$ cat src/rtl/prog_loader.sv
// prog_loader
//   Byte-stream program/data loader for the DataPath core. Frames arrive on a
//   valid/ready byte stream and are assembled into little-endian 32-bit words
//   that are written through the core's instruction/data load ports. Also owns
//   the core's START level.
//
//   Frame: CMD, ADDR_LO, ADDR_HI, CNT_LO, CNT_HI, CNT*4 payload bytes
//          (+ trailing CSUM byte when PROG_LOADER_CSUM_EN is defined).
//   Commands: 0x50 program load, 0x44 data load, 0x47 set START,
//             0x48 clear START. Anything else sets ERR.
//
//   Build option: `define PROG_LOADER_CSUM_EN adds the trailing XOR checksum
//   byte to every frame (including 'G'/'H').
//
// Ports
//   CLK, RST                  clock, synchronous active-high reset
//   S_VALID, S_DATA, S_READY  input byte stream
//   TB_LOAD_PROGRAM_*         instruction-memory write strobe/addr/data
//   TB_LOAD_DATA_*            data-memory write strobe/addr/data
//   START                     core run enable (level)
//   BUSY                      frame in progress
//   DONE                      one-cycle pulse at frame completion
//   ERR                       sticky protocol error, cleared by RST only
//
// ADDR_W must lie in 9..16 (ADDR_HI supplies the bits above the low byte).
module prog_loader #(
  parameter int ADDR_W    = 10,
  parameter int MAX_WORDS = 1024
) (
  input  logic              CLK,
  input  logic              RST,
  input  logic              S_VALID,
  input  logic [7:0]        S_DATA,
  output logic              S_READY,
  output logic              TB_LOAD_PROGRAM_CTRL,
  output logic [ADDR_W-1:0] TB_LOAD_PROGRAM_ADDR,
  output logic [31:0]       TB_LOAD_PROGRAM_DATA,
  output logic              TB_LOAD_DATA_CTRL,
  output logic [ADDR_W-1:0] TB_LOAD_DATA_ADDR,
  output logic [31:0]       TB_LOAD_DATA_DATA,
  output logic              START,
  output logic              BUSY,
  output logic              DONE,
  output logic              ERR
);

  localparam logic [7:0] CMD_PROG  = 8'h50;
  localparam logic [7:0] CMD_DATA  = 8'h44;
  localparam logic [7:0] CMD_GO    = 8'h47;
  localparam logic [7:0] CMD_HALT  = 8'h48;

  typedef enum logic [2:0] {
    ST_IDLE,
    ST_ADDR_LO,
    ST_ADDR_HI,
    ST_CNT_LO,
    ST_CNT_HI,
    ST_DATA,
    ST_WRITE
`ifdef PROG_LOADER_CSUM_EN
    , ST_CSUM
`endif
  } state_t;

  state_t            state_q, state_d;
  logic              xfer;
  logic [7:0]        cmd_q;
  logic [7:0]        addr_lo_q;
  logic [7:0]        cnt_lo_q;
  logic [15:0]       cnt_in;
  logic [ADDR_W-1:0] addr_q;
  logic [15:0]       remaining_q;
  logic [1:0]        byte_idx_q;
  logic [23:0]       shift_q;
  logic              done_d, err_set, start_set, start_clr;
  logic              done_q, err_q, start_q;
  logic [ADDR_W-1:0] prog_addr_q, data_addr_q;
  logic [31:0]       prog_data_q, data_data_q;
`ifdef PROG_LOADER_CSUM_EN
  logic [7:0]        csum_q;
`endif

  // Ready is withheld only during the single write cycle; held low while in reset.
  assign S_READY = ~RST & (state_q != ST_WRITE);
  assign xfer    = S_VALID & S_READY;
  assign cnt_in  = {S_DATA, cnt_lo_q};

  always_ff @(posedge CLK) begin
    if (RST) state_q <= ST_IDLE;
    else     state_q <= state_d;
  end

  always_comb begin
    state_d   = state_q;
    done_d    = 1'b0;
    err_set   = 1'b0;
    start_set = 1'b0;
    start_clr = 1'b0;
    case (state_q)
      ST_IDLE: begin
        if (xfer) begin
          case (S_DATA)
            CMD_PROG, CMD_DATA: state_d = ST_ADDR_LO;
`ifdef PROG_LOADER_CSUM_EN
            CMD_GO, CMD_HALT:   state_d = ST_CSUM;
`else
            CMD_GO: begin
              start_set = 1'b1;
              done_d    = 1'b1;
            end
            CMD_HALT: begin
              start_clr = 1'b1;
              done_d    = 1'b1;
            end
`endif
            default: err_set = 1'b1;
          endcase
        end
      end
      ST_ADDR_LO: if (xfer) state_d = ST_ADDR_HI;
      ST_ADDR_HI: if (xfer) state_d = ST_CNT_LO;
      ST_CNT_LO:  if (xfer) state_d = ST_CNT_HI;
      ST_CNT_HI: begin
        if (xfer) begin
          if (cnt_in > 16'(MAX_WORDS)) begin
            err_set = 1'b1;
            state_d = ST_IDLE;
          end else if (cnt_in == 16'd0) begin
`ifdef PROG_LOADER_CSUM_EN
            state_d = ST_CSUM;
`else
            state_d = ST_IDLE;
            done_d  = 1'b1;
`endif
          end else begin
            state_d = ST_DATA;
          end
        end
      end
      ST_DATA: if (xfer && byte_idx_q == 2'd3) state_d = ST_WRITE;
      ST_WRITE: begin
        if (remaining_q == 16'd1) begin
`ifdef PROG_LOADER_CSUM_EN
          state_d = ST_CSUM;
`else
          state_d = ST_IDLE;
          done_d  = 1'b1;
`endif
        end else begin
          state_d = ST_DATA;
        end
      end
`ifdef PROG_LOADER_CSUM_EN
      ST_CSUM: begin
        if (xfer) begin
          state_d = ST_IDLE;
          done_d  = 1'b1;
          if (S_DATA != csum_q) err_set = 1'b1;
          else if (cmd_q == CMD_GO)   start_set = 1'b1;
          else if (cmd_q == CMD_HALT) start_clr = 1'b1;
        end
      end
`endif
      default: state_d = ST_IDLE;
    endcase
  end

  always_ff @(posedge CLK) begin
    if (RST) begin
      cmd_q       <= '0;
      addr_lo_q   <= '0;
      cnt_lo_q    <= '0;
      addr_q      <= '0;
      remaining_q <= '0;
      byte_idx_q  <= '0;
      shift_q     <= '0;
      done_q      <= 1'b0;
      err_q       <= 1'b0;
      start_q     <= 1'b0;
      prog_addr_q <= '0;
      prog_data_q <= '0;
      data_addr_q <= '0;
      data_data_q <= '0;
`ifdef PROG_LOADER_CSUM_EN
      csum_q      <= '0;
`endif
    end else begin
      done_q <= done_d;
      if (err_set)        err_q   <= 1'b1;
      if (start_set)      start_q <= 1'b1;
      else if (start_clr) start_q <= 1'b0;

      if (xfer) begin
        case (state_q)
          ST_IDLE:    cmd_q     <= S_DATA;
          ST_ADDR_LO: addr_lo_q <= S_DATA;
          ST_ADDR_HI: addr_q    <= {S_DATA[ADDR_W-9:0], addr_lo_q};
          ST_CNT_LO:  cnt_lo_q  <= S_DATA;
          ST_CNT_HI: begin
            remaining_q <= cnt_in;
            byte_idx_q  <= 2'd0;
          end
          ST_DATA: begin
            shift_q    <= {S_DATA, shift_q[23:8]};
            byte_idx_q <= byte_idx_q + 2'd1;
            // Output registers are loaded on the fourth byte so the strobe
            // cycle (WRITE) presents them directly; the other port holds.
            if (byte_idx_q == 2'd3) begin
              if (cmd_q == CMD_PROG) begin
                prog_addr_q <= addr_q;
                prog_data_q <= {S_DATA, shift_q};
              end else begin
                data_addr_q <= addr_q;
                data_data_q <= {S_DATA, shift_q};
              end
            end
          end
          default: ;
        endcase
      end

      if (state_q == ST_WRITE) begin
        addr_q      <= addr_q + 1'b1;
        remaining_q <= remaining_q - 16'd1;
      end

`ifdef PROG_LOADER_CSUM_EN
      if (xfer) begin
        if (state_q == ST_IDLE)      csum_q <= S_DATA;
        else if (state_q != ST_CSUM) csum_q <= csum_q ^ S_DATA;
      end
`endif
    end
  end

  assign TB_LOAD_PROGRAM_CTRL = (state_q == ST_WRITE) && (cmd_q == CMD_PROG);
  assign TB_LOAD_DATA_CTRL    = (state_q == ST_WRITE) && (cmd_q == CMD_DATA);
  assign TB_LOAD_PROGRAM_ADDR = prog_addr_q;
  assign TB_LOAD_PROGRAM_DATA = prog_data_q;
  assign TB_LOAD_DATA_ADDR    = data_addr_q;
  assign TB_LOAD_DATA_DATA    = data_data_q;
  assign START                = start_q;
  assign BUSY                 = (state_q != ST_IDLE);
  assign DONE                 = done_q;
  assign ERR                  = err_q;

endmodule
$ cat config.mk
export PLATFORM = sky130hd
export DESIGN_NAME = prog_loader
export DESIGN_NICKNAME = d
export VERILOG_FILES = /design/src/rtl/prog_loader.sv
export SDC_FILE = /design/constraint.sdc
export NUM_CORES = 1
export LEC_CHECK = 0
export ABC_AREA = 1
export ABC_CLOCK_PERIOD_IN_PS = 4300
export CORE_MARGIN = 2
export CORE_UTILIZATION = 30
export DETAILED_ROUTE_END_ITERATION = 7
export PLACE_DENSITY = 0.53
export SETUP_SLACK_MARGIN = 0.2
export SLEW_MARGIN = 20
export SYNTH_ARGS = -nofsm -noshare
export SYNTH_HDL_FRONTEND = slang
export SYNTH_SLANG_ARGS = --single-unit
$ cat constraint.sdc
create_clock -name CLK -period 4.3 [get_ports CLK]
set_clock_uncertainty 0.2 [all_clocks]
set_input_delay 0.645 -clock CLK [delete_from_list [all_inputs] [get_ports CLK]]
set_output_delay 0.645 -clock CLK [all_outputs]
set_load 0.1 [all_outputs]
==> impl_metrics.yaml <==
job:
  maxCapViolations: 0
logic_synthesis:
  synth-seq-cells: 166
  yosys_warnings: 0
  synth_area_leaders: "dfxtp_1 47%, nor2_1 11%, o21ai_0 9.0%"
  yosysMostFrequentCell: "nor2_1"
  synth_cell_types: 30
  seq_area_frac_synth_pct: 47.5
  netlist_instances: 989
  netlist_area_um2: 7000
  synth-main-ff-cell: "dfxtp_1"
  async_flop_share_pct: 0
  synth.avg_cell_area_um2: 7.08
  synth_top_area_share_pct: 47.5
  yosys-top-cells-count: "214 x nor2_1, 166 x dfxtp_1, 144 x nand2_1"
  synth-edff-count: 0
  syn_nets: 1004
  synth_top_cell_by_area: "dfxtp_1"
timing:
  clock.fmax_mhz: 292
  setup_viol: 0
  relSlewSlack_pct: 29.4
  period_needed_ns: 3.42
  rsz0062_at_grt: "no"
  slew_violations: 0
  min_period_over_period_pct: 79.5
  finalHoldViolCount: 0
  worstMarginPinSlew_ns: 1.06
  fin_setup_tns_ns: 0
detailed_routing:
  drtAntennaViolNets: 0
  dr.pass1.iters: 5
  vias: 6501
  drc: 0
  wl_per_cell_um: 14.6
  drt_wl_total_um: 20300
  vias_per_cell: 4.68
  drt_iter0_drc: 414
pwr:
  clock_power_share_pct: 48.7
  p_per_area_nw_per_um2: 367
  peakVddDrop_mv: 0.211
  combPwrFrac_pct: 3.6
  leakage_nw: 3.33
  pwr-share-seq_pct: 47.7
  power.internal_mw: 2.46
  p_sw_mw: 0.784
  finalPower_mw: 3.24
  swShare_pct: 24.2
cts:
  cts_buffer_depth: 2
  cts_root_buf: "clkbuf_16"
  cts_tree: "built"
  h-tree-depth: 4
  ctsResizeCount: 0
  cts_hold_buf: 0
  cts_sinks: 166
  clk_latency_ns: 0.43
  path_clk_slew_ns: 0.07
  cts_setup_buffers: 0
  cts-buffers-inserted: 17
placement:
  gp_congestion: 0.835
  io_buffer_count: 101
  dp_hpwl_um: 13700
  place_area_um2: 8230
floorplanning:
  initial_core_util_pct: 30.7
  ios: 102
  num_rows: 55
  fp.dieW_um: 157
  die-area_um2: 24600
  core_um2: 22800
  die_y_um: 157
global_route:
  grt_pass1_wl_um: 32200
  grt.overflow.total: 0
  grt_max_degree: 91
  antenna_found_initial: 0
  grt_pass1_vias: 6008
  grtUsageTotal_pct: 16.9
worst_hold_path:
  worstHoldPathType: "register to register"
setup_path:
  critPathRequiredTime_ns: 3.45
  crit_fanout: 10
  critPathLaunchType: "register"
  critPathArrivalTime_ns: 2.58
  worst_setup_path_end_kind: "output port"
  crit_type: "register to output port"
final_layout:
  nNetsFinal: 1078
  finish.utilization_pct: 38.8
  n_antenna_cell: 0
  fillers: 2443
  fin_area_um2: 8830
  drive_gt1_share_pct: 5.67
  areaGrowthSynthToFinish_pct: 26.1
run_status:
  status: "complete, no violations"
## kinds of logic after synthesis
logic type                 after synthesis  synth area share, %
adders and majority gates                4                0.715
and+or+nand+nor                        457                 27.1
xor gates and xnor gates                 3                0.375
buffers and inverters                  137                 8.16
DFF                                    166                 47.5
AOI/OAI and AO/OA                      222                 16.2
## power groups by stage
stage	logic, mW	clock network [mW]	registers, mW
floorplan	0.0680	0	1.59
global placement	0.118	0	1.58
CTS	0.118	1.61	1.55
global route	0.130	1.69	1.55
detailed placement	0.118	0	1.58
finish	0.117	1.58	1.55
## per-stage QoR
step	setup WS, ns	hold slack, ns	cells
floorplan	0.621	0.230	989
finish	0.879	0.259	1389
detailed placement	1.01	0.250	1357
global placement	1.05	0.243	1357
global route	0.760	0.283	1389
CTS	0.872	0.263	1389
## worst paths after layout
path	from	to	slack [ns]	cells past startpoint
worst max-delay path	state_q[2]	BUSY	0.88	5
worst min-delay path	ERR	ERR	0.26	2
worst max register to register	cmd_q[7]	TB_LOAD_DATA_DATA[17]	1.70	9
worst min register to register	ERR	ERR	0.26	2
## critical path: stages, from the launching register on
cell and delay (ns):
dfxtp_1 0.56, inv_1 0.19, nand2_1 0.13, nor2_1 0.08
inv_1 0.06, clkdlybuf4s50_1 1.12
## layout make-up
cell class / instances / area [um2] / area share (%)
clock inverter: 15 / 179 / 2.03
multi-input combinational: 686 / 3120 / 35.3
clock buffer: 17 / 425 / 4.82
timing repair buffer: 111 / 1090 / 12.4
inverter: 81 / 305 / 3.46
tap: 313 / 392 / 4.43
sequential: 166 / 3320 / 37.6
## cells in the final DEF, fill, tap and decap left out, types with 5 or more instances in the layout
cell type	count
inv_1	76
nand3_1	74
dfxtp_1	166
a21oi_1	83
inv_6	5
nor2_1	213
o21ai_0	126
clkdlybuf4s50_1	98
nand2_1	144
nand4_1	10
buf_4	12
clkbuf_16	17
## per-layer routing
metal / vias up / global-route usage [%] / wire length [um]
met5: - / 0 / 0
met4: 0 / 3.76 / 199
met3: 17 / 4.07 / 1020
met2: 156 / 28.6 / 9770
met1: 2970 / 21.6 / 9290
li1: 3358 / - / -
## flip-flops by register name, indices dropped and copies added, names as in the netlist
signal and cells:
ERR 1, START 1, state_q 3, TB_LOAD_PROGRAM_DATA 32, DONE 1, cnt_lo_q 8, TB_LOAD_PROGRAM_ADDR 10, byte_idx_q 2
cmd_q 8, TB_LOAD_DATA_ADDR 10, shift_q 24, remaining_q 16, addr_lo_q 8, addr_q 10, TB_LOAD_DATA_DATA 32
Note: power is estimated with default switching activity, not from simulation.
